===== config.mk =====
export PLATFORM = sky130hd
export DESIGN_NAME = mmio_resp_fabric_flat
export DESIGN_NICKNAME = d
export VERILOG_FILES = /design/src/rtl/mmio_resp_fabric_if.sv /design/src/rtl/mmio_resp_fabric.sv /design/src/flat_wrapper.sv
export SDC_FILE = /design/constraint.sdc
export NUM_CORES = 1
export LEC_CHECK = 0
export ABC_AREA = 1
export CORE_AREA = 2 2 264 266
export DETAILED_ROUTE_END_ITERATION = 12
export DIE_AREA = 0 0 266 268
export HOLD_SLACK_MARGIN = 0.08
export PLACE_DENSITY = 0.39
export SETUP_SLACK_MARGIN = 0.02
export SLEW_MARGIN = 15
export SYNTH_ARGS = -nofsm -noshare
export SYNTH_HDL_FRONTEND = slang
export SYNTH_SLANG_ARGS = --single-unit

===== constraint.sdc =====
create_clock -name clock -period 5.55 [get_ports clock]
set_input_delay 1.665 -clock clock [delete_from_list [all_inputs] [get_ports clock]]
set_output_delay 1.665 -clock clock [all_outputs]
set_load 0.03 [all_outputs]

===== src/rtl/mmio_resp_fabric_if.sv =====
// L2 MMIO request/response bundle between the L2 port and the response fabric.
// The master side issues requests; the slave side returns registered status and data.
interface mmio_resp_fabric_if #(
    parameter int DATA_W = 64
);
    logic [31:0]       mmioAddr;
    logic [4:0]        mmioOpm;
    logic [DATA_W-1:0] mmioInData;
    logic [1:0]        mmioOK;

    modport master (
        output mmioAddr,
        output mmioOpm,
        input  mmioInData,
        input  mmioOK
    );

    modport slave (
        input  mmioAddr,
        input  mmioOpm,
        output mmioInData,
        output mmioOK
    );
endinterface


===== src/rtl/mmio_resp_fabric.sv =====
// MMIO response fabric: fixed-priority device select, timeout bus-miss, collision flag.
// Optional interrupt/exception output is enabled with MMIO_FABRIC_IRQ_EN.
module mmio_resp_fabric #(
    parameter int NDEV    = 8,
    parameter int DATA_W  = 64,
    parameter int TIMEOUT = 256,
    parameter int CNT_W   = 9
) (
    input  logic                   clock,
    input  logic                   reset,
    mmio_resp_fabric_if.slave      mmio,
    input  logic [NDEV*DATA_W-1:0] devOutData,
    input  logic [NDEV*2-1:0]      devOK,
    output logic                   busMissFlag,
    output logic [31:0]            busMissAddr,
    output logic                   collisionFlag,
    input  logic                   statClear
`ifdef MMIO_FABRIC_IRQ_EN
    ,
    input  logic [NDEV-1:0]        irqReq,
    input  logic                   tickIrq,
    output logic [63:0]            busExc
`endif
);

    localparam logic [1:0] OK_READY = 2'b00;
    localparam logic [1:0] OK_OK    = 2'b01;
    localparam logic [1:0] OK_HOLD  = 2'b10;
    localparam logic [1:0] OK_FAULT = 2'b11;

    localparam logic [CNT_W-1:0] CNT_LAST = CNT_W'(TIMEOUT - 1);
    localparam logic [CNT_W-1:0] CNT_MAX  = '1;

    typedef enum logic [1:0] {
        IDLE,
        WAIT,
        MISS,
        RESP
    } state_t;

    state_t            state;
    state_t            stateNext;
    logic [CNT_W-1:0]  cnt;
    logic [CNT_W-1:0]  cntNext;
    logic [31:0]       addrQ;
    logic [31:0]       addrNext;
    logic [1:0]        okQ;
    logic [1:0]        okNext;
    logic [DATA_W-1:0] dataQ;
    logic [DATA_W-1:0] dataNext;
    logic              missEvent;

    logic              anyResp;
    logic              multiResp;
    logic [1:0]        winOK;
    logic [DATA_W-1:0] winData;

    assign mmio.mmioOK     = okQ;
    assign mmio.mmioInData = dataQ;

    // Downward scan leaves the lowest non-READY channel as winner.
    always_comb begin
        winOK   = OK_READY;
        winData = '0;
        for (int i = NDEV - 1; i >= 0; i--) begin
            if (devOK[i*2 +: 2] != OK_READY) begin
                winOK   = devOK[i*2 +: 2];
                winData = devOutData[i*DATA_W +: DATA_W];
            end
        end
    end

    always_comb begin
        anyResp   = 1'b0;
        multiResp = 1'b0;
        for (int i = 0; i < NDEV; i++) begin
            if (devOK[i*2 +: 2] != OK_READY) begin
                multiResp = multiResp | anyResp;
                anyResp   = 1'b1;
            end
        end
    end

    always_comb begin
        stateNext = state;
        cntNext   = cnt;
        addrNext  = addrQ;
        okNext    = okQ;
        dataNext  = dataQ;
        missEvent = 1'b0;
        unique case (state)
            IDLE: begin
                if (mmio.mmioOpm != 5'd0) begin
                    addrNext  = mmio.mmioAddr;
                    cntNext   = '0;
                    okNext    = OK_HOLD;
                    stateNext = WAIT;
                end
            end
            WAIT: begin
                if (anyResp) begin
                    // A HOLD winner has claimed the access, so the timer stalls.
                    if (winOK != OK_HOLD) begin
                        okNext    = winOK;
                        dataNext  = winData;
                        stateNext = RESP;
                    end
                end else if (cnt == CNT_LAST) begin
                    okNext    = OK_FAULT;
                    dataNext  = '0;
                    missEvent = 1'b1;
                    stateNext = MISS;
                end else if (cnt != CNT_MAX) begin
                    cntNext = cnt + 1'b1;
                end
            end
            MISS, RESP: begin
                if (mmio.mmioOpm == 5'd0) begin
                    okNext    = OK_READY;
                    stateNext = IDLE;
                end
            end
            default: begin
                stateNext = IDLE;
            end
        endcase
    end

    always_ff @(posedge clock or posedge reset) begin
        if (reset) begin
            state <= IDLE;
            cnt   <= '0;
            addrQ <= '0;
            okQ   <= OK_READY;
            dataQ <= '0;
        end else begin
            state <= stateNext;
            cnt   <= cntNext;
            addrQ <= addrNext;
            okQ   <= okNext;
            dataQ <= dataNext;
        end
    end

    // A new miss or collision wins over a clear in the same cycle.
    always_ff @(posedge clock or posedge reset) begin
        if (reset) begin
            busMissFlag   <= 1'b0;
            busMissAddr   <= '0;
            collisionFlag <= 1'b0;
        end else begin
            if (missEvent) begin
                busMissFlag <= 1'b1;
                if (!busMissFlag || statClear) begin
                    busMissAddr <= addrQ;
                end
            end else if (statClear) begin
                busMissFlag <= 1'b0;
                busMissAddr <= '0;
            end
            if (multiResp) begin
                collisionFlag <= 1'b1;
            end else if (statClear) begin
                collisionFlag <= 1'b0;
            end
        end
    end

`ifdef MMIO_FABRIC_IRQ_EN
    logic [63:0] excNext;

    always_comb begin
        excNext = '0;
        if (tickIrq) begin
            excNext = 64'h0000_0000_0000_C001;
        end else begin
            for (int i = NDEV - 1; i >= 0; i--) begin
                if (irqReq[i]) begin
                    excNext = {48'h0, 16'hC000 | 16'(i + 2)};
                end
            end
        end
    end

    always_ff @(posedge clock or posedge reset) begin
        if (reset) begin
            busExc <= '0;
        end else begin
            busExc <= excNext;
        end
    end
`endif

endmodule


===== src/flat_wrapper.sv =====
// flat-port wrapper written by rule: the top's interface ports become plain ports
module mmio_resp_fabric_flat 
#(
    parameter int NDEV    = 8,
    parameter int DATA_W  = 64,
    parameter int TIMEOUT = 256,
    parameter int CNT_W   = 9
)
  (clock, reset, devOutData, devOK, busMissFlag, busMissAddr, collisionFlag, statClear, mmio_mmioAddr, mmio_mmioOpm, mmio_mmioInData, mmio_mmioOK);
  mmio_resp_fabric_if #(.DATA_W(DATA_W)) mmio_i ();
  input  logic clock;
  input  logic reset;
  input  logic [NDEV*DATA_W-1:0] devOutData;
  input  logic [NDEV*2-1:0] devOK;
  output logic busMissFlag;
  output logic [31:0] busMissAddr;
  output logic collisionFlag;
  input  logic statClear;
  input wire logic [$bits(mmio_i.mmioAddr)-1:0] mmio_mmioAddr;
  input wire logic [$bits(mmio_i.mmioOpm)-1:0] mmio_mmioOpm;
  output wire logic [$bits(mmio_i.mmioInData)-1:0] mmio_mmioInData;
  output wire logic [$bits(mmio_i.mmioOK)-1:0] mmio_mmioOK;
  assign mmio_i.mmioAddr = mmio_mmioAddr;
  assign mmio_i.mmioOpm = mmio_mmioOpm;
  assign mmio_mmioInData = mmio_i.mmioInData;
  assign mmio_mmioOK = mmio_i.mmioOK;
  mmio_resp_fabric #(.NDEV(NDEV), .DATA_W(DATA_W), .TIMEOUT(TIMEOUT), .CNT_W(CNT_W)) u_core (.clock(clock), .reset(reset), .mmio(mmio_i), .devOutData(devOutData), .devOK(devOK), .busMissFlag(busMissFlag), .busMissAddr(busMissAddr), .collisionFlag(collisionFlag), .statClear(statClear));
endmodule

Word-level counts from Yosys, hierarchy flattened
Cells that the tools add are included.

Flip-flop bits (word level): 143. Input bits: 568. Output and inout port bits: 100.

Add/subtract/negate cells: 1. Equality and inequality tests: 15. Mux-type cells: 59. Bitwise operators: 6. Reduce and logical (&&, ||, !) cells: 23.

Operators with widths (number): $mux W64 (11); $mux W32 (3); $mux W9 (4); $mux W2 (17); $reduce_bool A2 Y1 (12); $mux W1 (21); $pmux W9 S2 (1); $pmux W2 S3 (2); $ne A2 B2 Y1 const B (5); $add A9 B1 Y9 const B (1); $eq A9 B8 Y1 const B (1); $ne A9 B9 Y1 const B (1); $ne A2 B1 Y1 const B (3); $or A1 B1 Y1 (6); $logic_not A5 Y1 (1); $reduce_and A5 Y1 (1); $reduce_bool A5 Y1 (1); $eq A2 B2 Y1 const B (2); $reduce_and A2 Y1 (2); $reduce_and A4 Y1 (1); $ne A3 B1 Y1 const B (1); $ne A3 B3 Y1 const B (1); $reduce_and A3 Y1 (1); $eq A2 B1 Y1 const B (1); other kinds (4) (4).

Longest topological paths before layout
Gate-level depths: netlist of run 1.

Word-level depth: 16. Depth in mapped cells: 18. Gate-level depth less buffers: 16.

Worst setup path before layout of run 1
No wires, ideal clock.

Kind: input to register. Start: input devOK[4]. End: register u_core.dataQ[29] (netlist: u_core.mmio.mmioInData[29]). Arrival time: 2.948 ns. Path slack: 2.484 ns. Cell stages on the path: 14. Buffers on the path: 2. Path through: inv_2 -> nand2_1 -> inv_2 -> nand4_2 -> nor2_2 -> nand3_2 -> nor2_4 -> nand2_1 -> nand3_1 -> nand2_1 -> buf_4 -> buf_6 -> nand2_1 -> nand2_1.

Longest elaborated chain between the ends: 9.

RTL lines: start: declaration (RTL line flat_wrapper.sv:14) `input logic [NDEV*2-1:0] devOK;`; $reduce_bool A2 Y1 (RTL line mmio_resp_fabric.sv:66, mmio_resp_fabric.sv:77); $mux W1 (6 in series) (RTL line mmio_resp_fabric.sv:77) `if (devOK[i*2 +: 2] != OK_READY) begin`; $ne A2 B2 Y1 (no source line) or $reduce_bool A2 Y1 (tied branches); $reduce_and A3 Y1 (no source line); end signal: assignment (RTL line mmio_resp_fabric.sv:141) `dataQ <= dataNext;`; end: declaration (RTL line mmio_resp_fabric.sv:49) `logic [DATA_W-1:0] dataQ;`.

Parallel ways exist; a longest one is shown, timed or not. The select of a mux whose other input is x is not followed. A chain may end at the register's enable or synchronous reset.

Final worst setup path of run 1
Start: input devOK[13]. End: register u_core.dataQ[42] (netlist: u_core.mmio.mmioInData[42]).

Longest elaborated chain between the ends: 11.

RTL lines: $reduce_bool A2 Y1 (RTL line mmio_resp_fabric.sv:66, mmio_resp_fabric.sv:77); $mux W2 (7 in series) (RTL line mmio_resp_fabric.sv:66) `if (devOK[i*2 +: 2] != OK_READY) begin`; $ne A2 B2 Y1 (RTL line mmio_resp_fabric.sv:103) `if (winOK != OK_HOLD) begin`; $ne A2 B2 Y1 (no source line); $reduce_and A3 Y1 (no source line).

Parallel ways exist; a longest one is shown, timed or not. The select of a mux whose other input is x is not followed.

==> qor.txt, run 1 <==
top library cells by usage in the layout, fill and taps aside: clkdlybuf4s50_1, nand2_1, nand3_1
layout cells sized above 1: 0.06878
Die Area: 71290 um2
Clock Pin Slew Worst Setup and Hold Paths: 0.07 ns
fin crit period: 4.262 ns
synthesized area per cell: 6.564 um2
Hold Worst Slack: 0.4760 ns
vias in the first global route: 13.96k
post-route clock period utilization: 0.7680
Slew HR: 0.2930
first-pass GRT wire length: 99530 um
reg2reg end: u_core.mmio.mmioInData[42]$_DFFE_PP0P_
Die Ht: 268 um
worst-case clock buffer depth: 2
Final Max Slew Viols: 0
Worst R2R Path Depth: 9
outcome: finished clean
drt pass-1 iters: 4
initial antenna violation count: 17
# DRC: 0
Post-DRT Antenna Nets: 0
Seq/Total Area, Yosys: 0.3357
EDFF count, synth: 0
crit path DAT: 4.62 ns
pin count of the biggest net entering global routing: 114
met1 GRT Util: 0.2289
initial core utilization: 0.1562
WL/cell: 22.86 um
Final Hold Violating Endpoints: 0
CTS H-tree lvls: 4
r2r setup slk: 2.73 ns
Placeable Area: 68230 um2
Crit. Startpoint: devOK[13]
DP HPWL: 54150 um
number of I/O port buffers: 667
Area after DPL: 18130 um2
post-CTS sizing: 0
syn nets: 2195
WS Path Type: input pin to flop
post-synthesis async set-or-reset flop share: 1.000
Via density: 4.416
GRT Overall Usage: 0.1925
Die X: 266 um
Critical R2R Launch: u_core.cnt[1]$_DFFE_PP0P_
Worst-Skew Late Latency: 0.49 ns
CP Max Fanout: 66
Main synth FF type: dfrtp_1
synthesis-to-finish area growth: 76.00%
Static Leak: 7.550 nW
Hold Path Stages: 2
cts hold-fix bufs: 0
#FFs+latches synth: 143
setup TNS: 0 ns
num ports: 668
Mapped Cells: 1624
M3 GR Usage: 0.06414
final setup vio count: 0
DR iter-0 viols: 759
Critical Path Sink Type: flop
Site Rows: 96
maximum clock rate: 234.6 MHz
Worst Hold Class: flop to flop
type of origin of the critical path: input pin
worst clock skew: 0.01692 ns
Total Power: 5.406 mW
WP data required: 5.91 ns
grt ovf: 0
maximum VDD drop: 0.0001896 V
RSZ-0062 raised after global routing: false
unique cell type count in the Yosys netlist: 34
met2 usage: 0.3296
CP Capture Point: u_core.mmio.mmioInData[42]$_DFFE_PP0P_
PD cells: 288.1 nW/um2
final core utilization: 0.2750
post-synthesis cell area: 10660 um2
clock root buffer: clkbuf_16
Num CTS Buffers: 17
post-CTS setup buffer count: 0
RD Place Congestion: 0.8785
Max Cap Viol: 0
most common cell after layout, fill and taps aside: clkdlybuf4s50_1
GRT Max-Usage Layer: met2
design area: 18760 um2
Sink Count: 143
CTS tree: done
Vias: 13.71k
Synthesis Warnings: 0
Worst Tran Pin Value: 1.061 ns
Post-Route WL: 70940 um
Layout Nets: 2768
-- sequential cells by signal (all words and copies together) (netlist names) --
signal	count
u_core.busMissFlag	1
u_core.busMissAddr	32
u_core.cnt	9
u_core.mmio.mmioOK	2
u_core.mmio.mmioInData	64
u_core.collisionFlag	1
u_core.addrQ	32
u_core.state	2
-- layout make-up --
type	count	area [um2]
flip-flops and latches	143	3578
repair buffers	695	6937
diodes	12	30.03
inverters	104	395.4
well taps	882	1104
clock inverters	15	172.7
multi-input cells	1236	6120
clock buffers	17	425.4
fillers	7442	49460
-- metal layers --
metal | share of wire | wire, um
met3 | 0.079 | 5595
met5 | 0.00078 | 55
met4 | 0.018 | 1308
met2 | 0.49 | 34510
met1 | 0.42 | 29470
-- worst max-delay path, stage by stage --
cell,delay [ns]
clkdlybuf4s50_1,0.46
nor2_4,0.45
buf_12,0.31
nand3_2,0.15
nor2_4,0.19
nand2_1,0.12
nand3_4,0.35
nand2_4,0.55
nand2_1,0.23
nand2_1,0.07
-- kinds of logic after synthesis --
family / share of synthesized area
AO/OA/AOI/OAI: 0.2248
XOR/XNOR: 0.0008217
adder cells (fa/ha/maj): 0.003522
buffers and inverters: 0.09660
flip-flops: 0.3357
AND/OR/NAND/NOR: 0.3386
-- synth_stat cells, types with 2 or more instances --
cell type  number  area (um2)
nor2_1         73       274.0
nand4_1         5       31.28
o211ai_1      128       960.9
clkbuf_1       83       311.6
o21ai_0        40       200.2
buf_2          37       185.2
buf_6           4       45.04
buf_1           8       30.03
ha_1            3       37.54
nand3_1       210        1051
nand3b_1        2       15.01
a21oi_1       198       991.0
o22ai_1        32       200.2
nor3_1          4       20.02
nor2_2          4       25.02
dfrtp_1       143        3578
inv_2           6       22.52
nand2_1       459        1723
or2_2          64       400.4
buf_4           9       67.56
nor2_4          3       33.78
inv_1          97       364.1
-- power by group --
group	internal, mW	total (mW)	leakage (nW)	switching, mW
sequential	1.40	1.57	1.83	0.174
combinational	1.06	2.61	5.43	1.55
clock	0.641	1.22	0.293	0.579
-- per-stage QoR --
stage          worst slack, ns  std cells
2_1_floorplan          0.04707       1624
3_3_place_gp            0.7915       3060
3_5_place_dp            0.7349       3060
4_1_cts                  1.266       3092
5_1_grt                  1.029       3099
6_report                 1.288       3104
-- worst min path at each step --
| stage | from | to |
|---|---|---|
| 2_1_floorplan | u_core.cnt[3]$_DFFE_PP0P_ | u_core.cnt[3]$_DFFE_PP0P_ |
| 3_3_place_gp | u_core.mmio.mmioInData[12]$_DFFE_PP0P_ | u_core.mmio.mmioInData[12]$_DFFE_PP0P_ |
| 5_1_grt | u_core.mmio.mmioInData[23]$_DFFE_PP0P_ | u_core.mmio.mmioInData[23]$_DFFE_PP0P_ |
| 6_report | u_core.mmio.mmioOK[0]$_DFFE_PP0P_ | u_core.mmio.mmioOK[0]$_DFFE_PP0P_ |
| 3_5_place_dp | u_core.mmio.mmioInData[22]$_DFFE_PP0P_ | u_core.mmio.mmioInData[22]$_DFFE_PP0P_ |
| 4_1_cts | u_core.mmio.mmioInData[22]$_DFFE_PP0P_ | u_core.mmio.mmioInData[22]$_DFFE_PP0P_ |
No activity file was read; power rests on OpenSTA's default activity.
==> inputs of run 2 (changes only) <==
Settings changed: CORE_AREA 2 2 264 266 to 2 2 257 259, DIE_AREA 0 0 266 268 to 0 0 259 261.
Clock period 5.55 ns to 4.1 ns, I/O delays scaled along.
==> run 2 against run 1 <==
Via count rose by 1.4%; non-clock buffer count rose by 12; utilization rose by 1.6 points; setup slack got worse by 0.42 ns; first-iteration DRC count rose by 16%; clock-buffer cell count rose by 1; largest power group unchanged.
==> qor.txt, run 2 (same netlist as run 1, synthesis figures left out) <==
post-route clock period utilization: 0.7892
crit path DAT: 3.60 ns (-1.02 ns)
# fillers: 7064 (-5.1%)
Die X: 259 um (-2.6%)
Finished Layout Cells: 3097 (-0.23%)
post-CTS setup buffer count: 0 (unchanged)
Worst Tran Pin Value: 1.136 ns (+0.07586 ns)
Max Cap Viol: 0 (unchanged)
Placeable Area: 65040 um2 (-4.7%)
Sink Count: 143 (unchanged)
most common cell after layout, fill and taps aside: clkdlybuf4s50_1
CTS tree: done
number of I/O port buffers: 667 (unchanged)
DP HPWL: 55460 um (+2.4%)
fin crit period: 3.236 ns
Final Max Slew Viols: 0 (unchanged)
RSZ-0062 raised after global routing: false
max reg flops: 64 (unchanged)
clock root buffer: clkbuf_16
Final Hold Violating Endpoints: 0 (unchanged)
vias in the first global route: 13.96k (-0.021%)
GRT Overall Usage: 0.2097 (+0.01717)
num ports: 668 (unchanged)
worst-case clock buffer depth: 2 (unchanged)
DR iter-0 viols: 878 (+16%)
outcome: finished clean
WP data required: 4.47 ns (-1.44 ns)
maximum clock rate: 309.0 MHz
WS Path Type: input pin to flop
setup TNS: 0 ns (unchanged)
top library cells by usage in the layout, fill and taps aside: clkdlybuf4s50_1, nand2_1, nand3_1
Reg area: 3578 um2 (unchanged)
worst clock skew: 0.008056 ns (-0.008861 ns)
Hold Worst Slack: 0.4725 ns (-0.003482 ns)
pin count of the biggest net entering global routing: 67 (-41%)
RD Place Congestion: 0.9076 (+3.3%)
WL/cell: 23.70 um (+3.7%)
initial core utilization: 0.1639 (+0.007653)
layout cells sized above 1: 0.07381 (+0.005029)
grt ovf: 0 (unchanged)
Layout Nets: 2780 (+0.43%)
Static Leak: 7.654 nW (+1.4%)
synthesis-to-finish area growth: 77.75%
Critical Path Sink Type: flop
first-pass GRT wire length: 102600 um (+3.1%)
Clock Pin Slew Worst Setup and Hold Paths: 0.06 ns (about the same)
Post-DRT Antenna Nets: 0 (unchanged)
Vias: 13.91k (+1.4%)
drt pass-1 iters: 7 (+3)
final setup vio count: 0 (unchanged)
Placed Cells: 3054 (-0.20%)
Die Area: 67600 um2 (-5.2%)
initial antenna violation count: 19 (+2)
maximum VDD drop: 0.0002529 V (+33%)
Via density: 4.490 (+1.7%)
post-CTS sizing: 0 (unchanged)
Slew HR: 0.2424 (-0.05057)
Post-Route WL: 73400 um (+3.5%)
cts hold-fix bufs: 0 (unchanged)
Die Ht: 261 um (-2.6%)
Num CTS Buffers: 17 (unchanged)
r2r setup slk: 1.80 ns (-0.93 ns)
Worst-Skew Late Latency: 0.48 ns (about the same)
Worst Hold Class: flop to flop
final core utilization: 0.2913 (+0.01634)
Total Power: 7.356 mW (+36%)
type of origin of the critical path: input pin
# DRC: 0 (unchanged)
CP Max Fanout: 39 (-41%)
PD cells: 388.2 nW/um2 (+35%)
Site Rows: 94 (-2.1%)
Multi-input gate area: 6120 um2 (unchanged)
CTS H-tree lvls: 4 (unchanged)
[run 2: changes by cell type in the layout (fill, tap and decap cells not counted), sizes merged]
cell,previous run,this run
bufinv,1,2
diode,12,11
clkbuf,17,18
inv,111,106
buf,28,40
clkinvlp,1,3
clkinv,6,7
[run 2: area by class of cell]
| cell class | instances | share of cell area |
|---|---|---|
| Antenna cell | 11 | 0.001453 |
| Clock buffer | 18 | 0.02318 |
| Clock inverter | 14 | 0.008254 |
| Inverter | 104 | 0.02080 |
| Multi-Input combinational cell | 1236 | 0.3230 |
| Sequential cell | 143 | 0.1889 |
| Tap cell | 864 | 0.05705 |
| Timing Repair Buffer | 707 | 0.3774 |
[run 2: final timing paths]
path | from | to | depth (start not counted)
worst min register to register | u_core.mmio.mmioOK[1]$_DFFE_PP0P_ | u_core.mmio.mmioOK[1]$_DFFE_PP0P_ | 2
min in group asynchronous | reset | u_core.mmio.mmioInData[27]$_DFFE_PP0P_ | 2
worst max register to register | u_core.cnt[0]$_DFFE_PP0P_ | u_core.mmio.mmioInData[35]$_DFFE_PP0P_ | 9
max in group asynchronous | reset | u_core.cnt[5]$_DFFE_PP0P_ | 3
worst max-delay path | devOK[13] | u_core.mmio.mmioInData[5]$_DFFE_PP0P_ | 15
worst min-delay path | u_core.mmio.mmioOK[1]$_DFFE_PP0P_ | u_core.mmio.mmioOK[1]$_DFFE_PP0P_ | 2
[run 2: power breakdown]
group	switching (mW)	internal [mW]
logic	2.11	1.47
clock network	0.734	0.921
registers	0.225	1.89
[run 2: stage by stage]
step / area, um2 / setup slack, ns
floorplan: 10660 / 1.079
global placement: 18330 / 0.3572
detailed placement: 18330 / 0.3548
CTS: 18920 / 0.8766
global route: 18940 / 0.6209
finish: 18950 / 0.8641
[run 2: per-layer routing]
| layer | track usage | routed length [um] | vias up |
|---|---|---|---|
| met3 | 0.06678 | 5903 | 75 |
| met4 | 0.06776 | 1754 | 12 |
| met5 | 0 | 84 | - |
| li1 | - | - | 6657 |
| met1 | 0.2595 | 30990 | 6611 |
| met2 | 0.3451 | 34670 | 550 |
[run 2: worst max-delay path: stages]
cell and delay, ns:
clkdlybuf4s50_1 0.46, nor2_4 0.37, inv_2 0.17, buf_12 0.23, buf_4 0.21, nand2_1 0.07
nand3_1 0.07, o211ai_1 0.15, nand2_1 0.15, o211ai_1 0.11, nand2_1 0.07, nand2_1 0.06
a21oi_1 0.06, nand3_1 0.10, nand2_1 0.05
==> inputs of run 3 (changes only) <==
Clock period 4.1 ns to 3.1 ns, I/O delays scaled along.
==> run 3 against run 2 <==
Clock skew increased by 0.0020 ns; critical path depth fell by 14; power grew 34%; sequential share of layout area shrank 0.58 points; die area unchanged; first-iteration DRC count grew 12%; hold slack better by 0.0076 ns; register-to-register slack got worse by 0.89 ns; cell count rose by 1.6%; critical path type is now flop to primary output; largest cell class unchanged; largest power group unchanged.
==> qor.txt, run 3 (same netlist as run 1, synthesis figures left out) <==
outcome: finished clean
maximum clock rate: 379.3 MHz
clock root buffer: clkbuf_16
Die Area: 67600 um2 (unchanged)
Worst Hold Class: flop to flop
CTS tree: done
drt pass-1 iters: 5 (-2)
Post-Route WL: 72940 um (-0.63%)
WS Path Type: flop to primary output
Site Rows: 94 (unchanged)
Worst-Skew Late Latency: 0.48 ns (about the same)
Layout Nets: 2829 (+1.8%)
DR iter-0 viols: 986 (+12%)
WP data required: 2.17 ns (-2.30 ns)
Via density: 4.499 (+0.19%)
clock network power share: 0.217 (-0.008)
Vias: 14.16k (+1.8%)
vias in the first global route: 14.09k (+0.99%)
RD Place Congestion: 0.9243 (+1.8%)
Static Leak: 7.974 nW (+4.2%)
fin crit period: 2.637 ns
CP delay by family, top: buffers and inverters
DP HPWL: 57540 um (+3.8%)
Post-DRT Antenna Nets: 0 (unchanged)
cts hold-fix bufs: 0 (unchanged)
worst clock skew: 0.01004 ns (+0.001979 ns)
first-pass GRT wire length: 102400 um (-0.23%)
Die X: 259 um (unchanged)
number of I/O port buffers: 667 (unchanged)
post-CTS sizing: 0 (unchanged)
Critical Path Sink Type: primary output
layout cells sized above 1: 0.09379 (+0.01998)
max incr delay on CP: 0.88 ns (+0.42 ns)
type of origin of the critical path: flop
Final Hold Violating Endpoints: 0 (unchanged)
grt ovf: 0 (unchanged)
Sink Count: 143 (unchanged)
internal power: 5.694 mW (+33%)
Total Power: 9.839 mW (+34%)
synthesis-to-finish area growth: 83.33%
final setup vio count: 0 (unchanged)
Switching Share: 0.4213 (+0.003672)
GRT Overall Usage: 0.2079 (-0.001817)
crit path DAT: 1.71 ns (-1.89 ns)
Worst path slowest cell: clkdlybuf4s50_1
Reg power frac: 0.286 (-0.002)
PD cells: 503.4 nW/um2 (+30%)
initial antenna violation count: 19 (unchanged)
# DRC: 0 (unchanged)
initial core utilization: 0.1639 (unchanged)
CP Max Fanout: 2 (-95%)
setup TNS: 0 ns (unchanged)
Die Ht: 261 um (unchanged)
RSZ-0062 raised after global routing: false
Slew HR: 0.5973 (+0.3549)
Clock Pin Slew Worst Setup and Hold Paths: 0.06 ns (about the same)
Hold Worst Slack: 0.4801 ns (+0.007622 ns)
Worst Tran Pin Value: 0.6021 ns (-0.5342 ns)
CTS H-tree lvls: 4 (unchanged)
top library cells by usage in the layout, fill and taps aside: clkdlybuf4s50_1, nand2_1, nand3_1
num ports: 668 (unchanged)
maximum VDD drop: 0.0003348 V (+32%)
Psw: 4.145 mW (+35%)
Placeable Area: 65040 um2 (unchanged)
combinational power share: 0.497 (+0.010)
max reg flops: 64 (unchanged)
most common cell after layout, fill and taps aside: clkdlybuf4s50_1
Final Max Slew Viols: 0 (unchanged)
post-CTS setup buffer count: 0 (unchanged)
WL/cell: 23.18 um (-2.2%)
worst path bufs/invs: 1 (-3)
CP Cell Sequence: clkdlybuf4s50_1
pin count of the biggest net entering global routing: 98 (+46%)
post-route clock period utilization: 0.8506
worst-case clock buffer depth: 2 (unchanged)
Max Cap Viol: 0 (unchanged)
Num CTS Buffers: 17 (unchanged)
==> run 3: changes by cell type in the layout (fill, tap and decap cells not counted), moves of 2 or more <==
cell,before,now
buf_12,14,33
buf_4,26,56
clkinv_2,3,1
clkinv_4,2,0
inv_6,3,8
inv_8,2,4
==> run 3: area by class of cell <==
cell class                      count  area [um2]
Fill cell                        7088       45500
Timing Repair Buffer              756        7757
Multi-Input combinational cell   1236        6120
Sequential cell                   143        3578
Tap cell                          864        1081
Clock buffer                       17       425.4
Inverter                          104       394.1
Clock inverter                     15       157.7
Antenna cell                       12       30.03
==> run 3: final timing paths <==
kind / startpoint / endpoint / slack (ns) / cells after the start
worst max-delay path: u_core.mmio.mmioInData[37]$_DFFE_PP0P_ / mmio_mmioInData[37] / 0.46 / 1
worst min-delay path: u_core.mmio.mmioInData[51]$_DFFE_PP0P_ / u_core.mmio.mmioInData[51]$_DFFE_PP0P_ / 0.48 / 2
worst max register to register: u_core.cnt[0]$_DFFE_PP0P_ / u_core.cnt[3]$_DFFE_PP0P_ / 0.91 / 13
worst min register to register: u_core.mmio.mmioInData[51]$_DFFE_PP0P_ / u_core.mmio.mmioInData[51]$_DFFE_PP0P_ / 0.48 / 2
max in group asynchronous: reset / u_core.busMissAddr[16]$_DFFE_PP0P_ / 1.56 / 3
min in group asynchronous: reset / u_core.mmio.mmioInData[30]$_DFFE_PP0P_ / 0.86 / 2
==> run 3: routing by layer <==
layer	track usage	wire (um)	up-vias
li1	-	-	6780
met1	0.2457	29760	6742
met2	0.3533	35170	536
met3	0.07530	6417	83
met4	0.05925	1472	16
met5	0	115	-
==> run 3: power by group through the flow <==
stage / Clock [mW] / Sequential, mW / Combinational (mW)
3_5_place_dp: 0 / 2.85 / 4.94
6_report: 2.14 / 2.81 / 4.89
3_3_place_gp: 0 / 2.85 / 4.91
4_1_cts: 2.24 / 2.82 / 4.97
5_1_grt: 2.30 / 2.90 / 5.25
2_1_floorplan: 0 / 3.62 / 1.49
==> run 3: per-stage QoR <==
| step | util | setup slack (ns) | instances | area (um2) |
|---|---|---|---|---|
| final | 0.3005 | 0.4632 | 3147 | 19540 |
| after global routing | 0.3003 | 0.3464 | 3142 | 19530 |
| after CTS | 0.3000 | 0.4089 | 3135 | 19510 |
| after detailed placement | 0.2911 | 0.01324 | 3103 | 18930 |
| after global placement | 0.2911 | 0.009066 | 3103 | 18930 |
| after floorplan | - | 0.3789 | 1624 | 10660 |
